`config.mk`:
```
export PLATFORM = sky130hd
export DESIGN_NAME = bob_retire_flat
export DESIGN_NICKNAME = d
export VERILOG_FILES = /design/src/rtl/bob_retire_if.sv /design/src/rtl/bob_retire.sv /design/src/flat_wrapper.sv
export SDC_FILE = /design/constraint.sdc
export NUM_CORES = 1
export LEC_CHECK = 0
export CAP_MARGIN = 20
export CELL_PAD_IN_SITES_DETAIL_PLACEMENT = 0
export CELL_PAD_IN_SITES_GLOBAL_PLACEMENT = 1
export CORE_ASPECT_RATIO = 1.4
export CORE_UTILIZATION = 27
export DETAILED_ROUTE_END_ITERATION = 12
export PLACE_DENSITY = 0.67
export SLEW_MARGIN = 20
export SYNTH_ARGS = -nofsm -noshare
export SYNTH_HDL_FRONTEND = slang
export SYNTH_SLANG_ARGS = --single-unit
export TNS_END_PERCENT = 30
```
`constraint.sdc`:
```
create_clock -name clk -period 4.4 [get_ports clk]
set_input_delay 0.88 -clock clk [delete_from_list [all_inputs] [get_ports clk]]
set_output_delay 0.88 -clock clk [all_outputs]
set_load 0.005 [all_outputs]
```
`src/rtl/bob_retire_if.sv`:
```
// Bundle of the retire controller's connections to the pointer block, the
// execute completion port, the bob RAM read port and the commit/flush outputs.
//  slave  : the retire controller (bob_retire)
//  master : the surrounding logic (pointer block, execute, RAM, commit)
interface bob_retire_if #(
    parameter int ADDR_WIDTH = 6,
    parameter int DATA_WIDTH = 64
);
    logic                  except_in;
    logic                  alloc_en;
    logic [ADDR_WIDTH-1:0] alloc_addr;
    logic                  done_en;
    logic [ADDR_WIDTH-1:0] done_addr;
    logic                  done_mispred;
    logic                  has_retire;
    logic [ADDR_WIDTH-1:0] retire_addr;
    logic                  read_clkEn;
    logic [ADDR_WIDTH-1:0] read_addr;
    logic [DATA_WIDTH-1:0] read_data;
    logic                  do_retire;
    logic                  retire_valid;
    logic [DATA_WIDTH-1:0] retire_data;
    logic                  except_out;
    logic [DATA_WIDTH-1:0] except_data;

    modport slave (
        input  except_in, alloc_en, alloc_addr, done_en, done_addr, done_mispred,
        input  has_retire, retire_addr, read_data,
        output read_clkEn, read_addr, do_retire, retire_valid, retire_data,
        output except_out, except_data
    );

    modport master (
        output except_in, alloc_en, alloc_addr, done_en, done_addr, done_mispred,
        output has_retire, retire_addr, read_data,
        input  read_clkEn, read_addr, do_retire, retire_valid, retire_data,
        input  except_out, except_data
    );
endinterface

```
`src/rtl/bob_retire.sv`:
```
// Retire-side controller of the bob. Keeps per-entry done/mispredict bits,
// reads the head entry from the bob RAM, tells the pointer block when to
// retire the head, presents retired payloads to commit and raises a one-cycle
// flush when a mispredicted entry retires.
// Ports:
//  clk  - clock, all state on the rising edge
//  rst  - asynchronous active-low reset
//  bus  - bob_retire_if.slave: allocation/completion inputs, pointer block
//         head/count, RAM read port, do_retire, retire and flush outputs
module bob_retire #(
    parameter int ADDR_WIDTH = 6,
    parameter int DEPTH      = 63,
    parameter int DATA_WIDTH = 64
) (
    input  logic         clk,
    input  logic         rst,
    bob_retire_if.slave  bus
);

    typedef enum logic [1:0] {
        ST_RUN     = 2'd0,
        ST_FLUSH   = 2'd1,
        ST_RECOVER = 2'd2
    } state_t;

    localparam logic [DEPTH-1:0] NO_ENTRIES = {DEPTH{1'b0}};

    state_t                state_r;
    logic [DEPTH-1:0]      done_r;
    logic [DEPTH-1:0]      misp_r;
    logic [ADDR_WIDTH-1:0] head_r;
    logic                  retire_valid_r;
    logic [DATA_WIDTH-1:0] retire_data_r;
    logic                  except_out_r;
    logic [DATA_WIDTH-1:0] except_data_r;

    logic                  do_retire_s;
    logic                  head_misp_s;
    logic [DEPTH-1:0]      head_mask_s;
    logic [DEPTH-1:0]      done_mask_s;
    logic [DEPTH-1:0]      alloc_mask_s;
    logic [DEPTH-1:0]      done_run_s;
    logic [DEPTH-1:0]      misp_run_s;

    // One-hot select of a single entry in the status vectors.
    function automatic logic [DEPTH-1:0] idx_mask(input logic [ADDR_WIDTH-1:0] idx);
        idx_mask = {{(DEPTH-1){1'b0}}, 1'b1} << idx;
    endfunction

    // The RAM is read every cycle at the pointer block's next head, so one
    // cycle later read_data always holds entry head_r.
    assign bus.read_clkEn   = rst;
    assign bus.read_addr    = bus.retire_addr;
    assign bus.do_retire    = do_retire_s;
    assign bus.retire_valid = retire_valid_r;
    assign bus.retire_data  = retire_data_r;
    assign bus.except_out   = except_out_r;
    assign bus.except_data  = except_data_r;

    // Retire decision and next status bits while running. Priority for a
    // given entry, lowest to highest: retire clear, completion, allocation.
    always_comb begin
        do_retire_s  = (state_r == ST_RUN) && bus.has_retire && done_r[head_r] && !bus.except_in;
        head_misp_s  = misp_r[head_r];
        head_mask_s  = do_retire_s  ? idx_mask(head_r)         : NO_ENTRIES;
        done_mask_s  = bus.done_en  ? idx_mask(bus.done_addr)  : NO_ENTRIES;
        alloc_mask_s = bus.alloc_en ? idx_mask(bus.alloc_addr) : NO_ENTRIES;
        done_run_s   = ((done_r & ~head_mask_s) | done_mask_s) & ~alloc_mask_s;
        misp_run_s   = ((misp_r & ~head_mask_s & ~done_mask_s)
                       | (bus.done_mispred ? done_mask_s : NO_ENTRIES)) & ~alloc_mask_s;
    end

    // Retire FSM: status bits, head tracking and registered commit/flush outputs.
    always_ff @(posedge clk or negedge rst) begin
        if (!rst) begin
            state_r        <= ST_RUN;
            done_r         <= NO_ENTRIES;
            misp_r         <= NO_ENTRIES;
            head_r         <= {ADDR_WIDTH{1'b0}};
            retire_valid_r <= 1'b0;
            retire_data_r  <= {DATA_WIDTH{1'b0}};
            except_out_r   <= 1'b0;
            except_data_r  <= {DATA_WIDTH{1'b0}};
        end else begin
            head_r         <= bus.retire_addr;
            retire_valid_r <= do_retire_s;
            if (do_retire_s) begin
                retire_data_r <= bus.read_data;
            end
            except_out_r <= 1'b0;
            if (bus.except_in) begin
                // External flush overrides everything and never raises except_out.
                done_r  <= NO_ENTRIES;
                misp_r  <= NO_ENTRIES;
                state_r <= ST_RECOVER;
            end else begin
                case (state_r)
                    ST_RUN: begin
                        done_r <= done_run_s;
                        misp_r <= misp_run_s;
                        if (do_retire_s && head_misp_s) begin
                            // The mispredicted entry still retires; the flush
                            // carries the same payload as retire_data.
                            state_r       <= ST_FLUSH;
                            except_out_r  <= 1'b1;
                            except_data_r <= bus.read_data;
                        end
                    end
                    ST_FLUSH: begin
                        done_r  <= NO_ENTRIES;
                        misp_r  <= NO_ENTRIES;
                        state_r <= ST_RECOVER;
                    end
                    ST_RECOVER: begin
                        // Pointer block is reloading: drop any writes this cycle.
                        done_r  <= NO_ENTRIES;
                        misp_r  <= NO_ENTRIES;
                        state_r <= ST_RUN;
                    end
                    default: begin
                        done_r  <= NO_ENTRIES;
                        misp_r  <= NO_ENTRIES;
                        state_r <= ST_RUN;
                    end
                endcase
            end
        end
    end

endmodule

```
`src/flat_wrapper.sv`:
```
// flat-port wrapper written by rule: the top's interface ports become plain ports
module bob_retire_flat 
#(
    parameter int ADDR_WIDTH = 6,
    parameter int DEPTH      = 63,
    parameter int DATA_WIDTH = 64
)
  (clk, rst, bus_except_in, bus_alloc_en, bus_alloc_addr, bus_done_en, bus_done_addr, bus_done_mispred, bus_has_retire, bus_retire_addr, bus_read_data, bus_read_clkEn, bus_read_addr, bus_do_retire, bus_retire_valid, bus_retire_data, bus_except_out, bus_except_data);
  bob_retire_if #(.ADDR_WIDTH(ADDR_WIDTH), .DATA_WIDTH(DATA_WIDTH)) bus_i ();
  input  logic clk;
  input  logic rst;
  input wire logic [$bits(bus_i.except_in)-1:0] bus_except_in;
  input wire logic [$bits(bus_i.alloc_en)-1:0] bus_alloc_en;
  input wire logic [$bits(bus_i.alloc_addr)-1:0] bus_alloc_addr;
  input wire logic [$bits(bus_i.done_en)-1:0] bus_done_en;
  input wire logic [$bits(bus_i.done_addr)-1:0] bus_done_addr;
  input wire logic [$bits(bus_i.done_mispred)-1:0] bus_done_mispred;
  input wire logic [$bits(bus_i.has_retire)-1:0] bus_has_retire;
  input wire logic [$bits(bus_i.retire_addr)-1:0] bus_retire_addr;
  input wire logic [$bits(bus_i.read_data)-1:0] bus_read_data;
  output wire logic [$bits(bus_i.read_clkEn)-1:0] bus_read_clkEn;
  output wire logic [$bits(bus_i.read_addr)-1:0] bus_read_addr;
  output wire logic [$bits(bus_i.do_retire)-1:0] bus_do_retire;
  output wire logic [$bits(bus_i.retire_valid)-1:0] bus_retire_valid;
  output wire logic [$bits(bus_i.retire_data)-1:0] bus_retire_data;
  output wire logic [$bits(bus_i.except_out)-1:0] bus_except_out;
  output wire logic [$bits(bus_i.except_data)-1:0] bus_except_data;
  assign bus_i.except_in = bus_except_in;
  assign bus_i.alloc_en = bus_alloc_en;
  assign bus_i.alloc_addr = bus_alloc_addr;
  assign bus_i.done_en = bus_done_en;
  assign bus_i.done_addr = bus_done_addr;
  assign bus_i.done_mispred = bus_done_mispred;
  assign bus_i.has_retire = bus_has_retire;
  assign bus_i.retire_addr = bus_retire_addr;
  assign bus_i.read_data = bus_read_data;
  assign bus_read_clkEn = bus_i.read_clkEn;
  assign bus_read_addr = bus_i.read_addr;
  assign bus_do_retire = bus_i.do_retire;
  assign bus_retire_valid = bus_i.retire_valid;
  assign bus_retire_data = bus_i.retire_data;
  assign bus_except_out = bus_i.except_out;
  assign bus_except_data = bus_i.except_data;
  bob_retire #(.ADDR_WIDTH(ADDR_WIDTH), .DEPTH(DEPTH), .DATA_WIDTH(DATA_WIDTH)) u_core (.clk(clk), .rst(rst), .bus(bus_i));
endmodule
```
# --- Yosys cells after proc, flatten, opt, wreduce, memory -nomap -nowiden ---
# Cells that the tools add are included.
totals:
  register_bits: 264
  inputBits: 89
  elab_cells: 50
op_classes:
  eq_ne: 2
  mux: 18
  n_reduce_logical: 7
  n_shift: 3
  order_cmp: 1
  bitwise: 11
op_table:
  columns: ["operator", "n"]
  rows:
  - ["2-to-1 mux 63 bit", 8]
  - ["bitwise AND 63 bit", 5]
  - ["inverter 63 bit", 3]
  - ["left shift 1 x 6 -> 63 bit (first input constant)", 3]
  - ["OR 63 bit", 2]
  - ["binary-select mux 1 bit (select 6 bit)", 2]
  - ["less-than comparator 6 x 7 -> 1 bit (second input constant)", 1]
  - ["2-to-1 mux 1 bit", 5]
  - ["logical AND 1 bit", 4]
  - ["2-to-1 mux 2 bit", 2]
  - ["case mux 2 bit (2 select lines)", 1]
  - ["!= test 3 bit (second input constant)", 1]
  - ["AND reduction 3 bit", 1]
  - ["equality test 2 x 1 -> 1 bit (second input constant)", 1]
  - ["zero test 2 bit", 1]
  - ["zero test 1 bit", 1]
  - ["inverter 1 bit", 1]

# --- Depth between registers and ports, before layout ---
logic_depth:
  ltp_word: 12
  ltp_mapped: 12
  depth_no_buf: 6

# --- Worst setup path after synthesis ---
# Ideal clock, no wire load.
synth_timing:
  path_kind: "input-to-output"
  startpoint: "in bus_except_in"
  endpoint: "out bus_do_retire"
  slack_ps: 953
  required_ps: 3520
  arrival_ps: 2567
  cell_stages: 8
  n_path_buf: 3
  cell_sequence: "nor3_1 > nand2_1 > or4_1 > buf_2 > and2_4 > buf_6 > buf_6 > inv_1"
synth_between:
  elab_chain_len: 2
synth_lines:
  columns: ["item", "line", "source"]
  rows:
  - ["start: declaration", "flat_wrapper.sv:12", "input wire logic [$bits(bus_i.except_in)-1:0] bus_except_in;"]
  - ["zero test 1 bit", "bob_retire.sv:63", "do_retire_s = (state_r == ST_RUN) && bus.has_retire && done_r[head_r] && !bus.except_in;"]
  - ["logical AND 1 bit", "bob_retire.sv:63", null]
  - ["end: declaration", "flat_wrapper.sv:23", "output wire logic [$bits(bus_i.do_retire)-1:0] bus_do_retire;"]
# Every way passes these cells.

# --- Final worst setup path ---
layout_timing:
  startpoint: "reg u_core.head_r[1]"
  endpoint: "out bus_do_retire"
layout_between:
  elab_chain_len: 4
layout_lines:
  columns: ["item", "line", "source"]
  rows:
  - ["start: declaration", "bob_retire.sv:31", "logic [ADDR_WIDTH-1:0] head_r;"]
  - ["start signal: assignment", "bob_retire.sv:79", "head_r <= {ADDR_WIDTH{1'b0}};"]
  - ["start signal: assignment", "bob_retire.sv:85", "head_r <= bus.retire_addr;"]
  - ["binary-select mux 1 bit (select 6 bit)", "bob_retire.sv:63", null]
  - ["2-to-1 mux 1 bit (not written as such)", "bob_retire.sv:63", null]
  - ["logical AND 1 bit (2 in a row)", "bob_retire.sv:63", null]
# Every way passes these cells. The select of a mux whose other input is x is not followed.

==> impl_results.md <==
- Status: finished, final reports clean
- Initial Utilization: 0.274
- DR vias: 11,800
- Placed cell count: 2,105
- Global-route wire length before repair: 73,300 um
- VDD IR max: 0.295 mV
- Worst path arrival time: 3.38 ns
- R2R Path Start: u_core.head_r[1]
- Period Utilization, post-route: 0.967
- Total die area: 0.0506 sq mm
- Row count: 96
- CTS tree: done
- Worst path required time: 3.52 ns
- Area delta synth->final: 29.0%
- Kind of critical path: flip-flop to primary output
- Fillers: 4,966
- Worst-skew pair later-pin latency: 0.58 ns
- Min-Delay Path Class: input port to async pin
- Most used DFF post-synth: dfrtp_1
- WHS: 0.174 ns
- Post-route clock skew: 0.0248 ns
- Post-synthesis cell count: 1,307
- Fin cells: 2,164
- Hold buffer count at cts: 0
- Final setup vio count: 0
- Total routed wirelength: 48,900 um
- Post-placement cell area: 0.0163 sq mm
- Post-synth net total: 1,396
- Leakage power: 6.89 nW
- Avg WL per Cell: 22.6 um
- Cell taking the most area after synthesis: dfrtp_1
- Layout Utilization: 0.353
- Register Area: 0.00661 sq mm
- Synthesis warning total: 0
- Reg2reg setup slack: 0.61 ns
- Relative slew margins: 0.250
- IO buf count: 226
- H-tree depth: 1
- Max-cap violation count: 0
- Max Clk Rate: 0.235 GHz
- Hpwl dp: 34,300 um
- Placer Congestion: 0.903
- Drt via density: 5.43
- Synth unique cells: 48
- Commonest cells post-synth: 264 x dfrtp_1, 198 x nand2_1, 121 x o21ai_0
- Post-route ant nets: 0
- Setup TNS: 0 ns
- Synthesized area: 0.0134 sq mm
- Clock sinks: 264
- Startpoint types: flip-flop
- Setup crit end kind: primary output
- EDFF count, synth: 0
- Max clock buf depth: 3
- Seq/Total Area, Yosys: 0.493
- Die X: 190 um
- TritonRoute pass-1 iters: 6
- Footprint of the multi-input gates: 0.00626 sq mm
- Core area: 0.0490 sq mm
- Pre-CTS setup slack: 0.422 ns
- DIE HEIGHT: 266 um
- 1st-iter DRT viols: 1,009
- Minimum clock period after layout: 4.26 ns
- Most common cell in the synthesized netlist: dfrtp_1
- CTS clock-pin slew for the worst setup and hold paths: 0.07 ns
- Synthesized area per cell: 10.3 sq um
- Remaining Overflow, GRT: 0
- Synth Register Bits: 264
- Nets@finish: 1,593
- Clk root buf: clkbuf_16
- R2r endpoint: u_core.bus.retire_data[8]
- Total power draw: 6.99 mW
- Final worst slack: 0.144 ns
- Synth top area cells: dfrtp_1 49%, nand2_1 5.5%, mux2_4 5.5%
- Cell Pwr Density: 404 mW/mm^2
- Vias in the first global route: 11,900
- CTS Buf Count: 29
- Initial antenna violation count: 0
- Final Instance Area: 0.0173 sq mm
- Final Max Slew Viols: 0
- R2R depth: 9
- Largest net degree at the start of global routing: 162
- Worst-margin pin slew: 1.12 ns
- Share of the synthesized area in the top cell type: 0.493
- Top Ports: 227
- Async SR Flop Fraction: 1.00
- Hold Vio Cnt, Final: 0
- Fraction of layout cells with a size suffix above 1: 0.157
- # DRC: 0
- Unrepaired setup endpoints after global routing: no
- Largest fanout on the critical path: 28
- Antenna fix cells: 0
- Gr usage total: 0.189
-- placed cells by master (no fill, tap or decap), drive strengths merged, types with 3 or more instances in the layout --
master / netlist / routed
nor2: 39 / 39
dfrtp: 264 / 264
bufinv: 0 / 3
and2: 6 / 6
a21oi: 108 / 108
clkdlybuf4s50: 0 / 224
a22o: 3 / 3
nor2b: 10 / 10
nor3: 13 / 13
o22ai: 38 / 38
mux4: 30 / 30
nor4: 17 / 17
mux2i: 10 / 10
and3: 4 / 4
clkinv: 0 / 7
clkbuf: 62 / 41
nand2: 198 / 198
nand2b: 13 / 13
or3: 5 / 5
nand4: 61 / 61
nor3b: 3 / 3
o21ai: 121 / 121
buf: 45 / 49
a2111oi: 4 / 4
inv: 6 / 7
nand3: 99 / 99
mux2: 130 / 130
-- critical path, cell delays in order (launching register included) --
cell	delay [ns]
dfrtp_2	0.46
buf_12	0.19
mux2i_1	0.13
mux4_2	0.47
a22o_1	0.23
or4_1	0.49
and2_4	0.20
inv_1	0.10
clkdlybuf4s50_1	0.53
-- worst max-delay path by stage --
stage / to / start
after floorplan: bus_do_retire / bus_except_in
after global placement: u_core.bus.retire_data[9] / u_core.head_r[0]
after detailed placement: u_core.bus.retire_data[8] / u_core.head_r[0]
after CTS: bus_do_retire / u_core.head_r[1]
after global routing: bus_do_retire / u_core.head_r[1]
final: bus_do_retire / u_core.head_r[1]
-- area by class of cell --
class / count / share of cell area
Sequential cell: 264 / 0.382
Multi-Input combinational cell: 930 / 0.362
Timing Repair Buffer: 273 / 0.154
Tap cell: 637 / 0.0461
Clock buffer: 41 / 0.0457
Clock inverter: 13 / 0.00882
Inverter: 6 / 0.00130
-- kinds of logic (layout without fill, tap and decap cells) --
kind of cell           count (synthesis)  in the layout  share of synthesized area
AO/OA/AOI/OAI                        284            284                      0.114
buffers and inverters                113            333                     0.0430
flip-flops                           264            264                      0.493
multiplexers                         170            170                      0.181
AND/OR/NAND/NOR                      476            476                      0.169
-- power breakdown --
group | leakage, nW | switching [mW] | total, mW | internal [mW]
logic | 2.98 | 0.585 | 1.56 | 0.972
registers | 3.45 | 0.192 | 2.95 | 2.76
clock network | 0.458 | 1.06 | 2.49 | 1.43
-- flip-flops by register name, indices dropped and copies added, names as in the netlist --
name / cells
u_core.bus.except_data: 64
u_core.bus.except_out: 1
u_core.bus.retire_data: 64
u_core.bus.retire_valid: 1
u_core.done_r: 63
u_core.head_r: 6
u_core.misp_r: 63
u_core.state_r: 2
-- routing by layer --
metal | GRT usage | vias up | wire (um)
met4 | 0.110 | 0 | 3090
met2 | 0.320 | 623 | 23100
li1 | - | 5178 | -
met1 | 0.227 | 5799 | 18900
met3 | 0.0285 | 154 | 3820
met5 | 0 | - | 0
-- what timing repair did --
item,CTS,global route
setup buffers,2,3
resized for setup,1,0
gates cloned,0,0
setup endpoints to repair,1,1
Note: power is estimated with default switching activity, not from simulation.
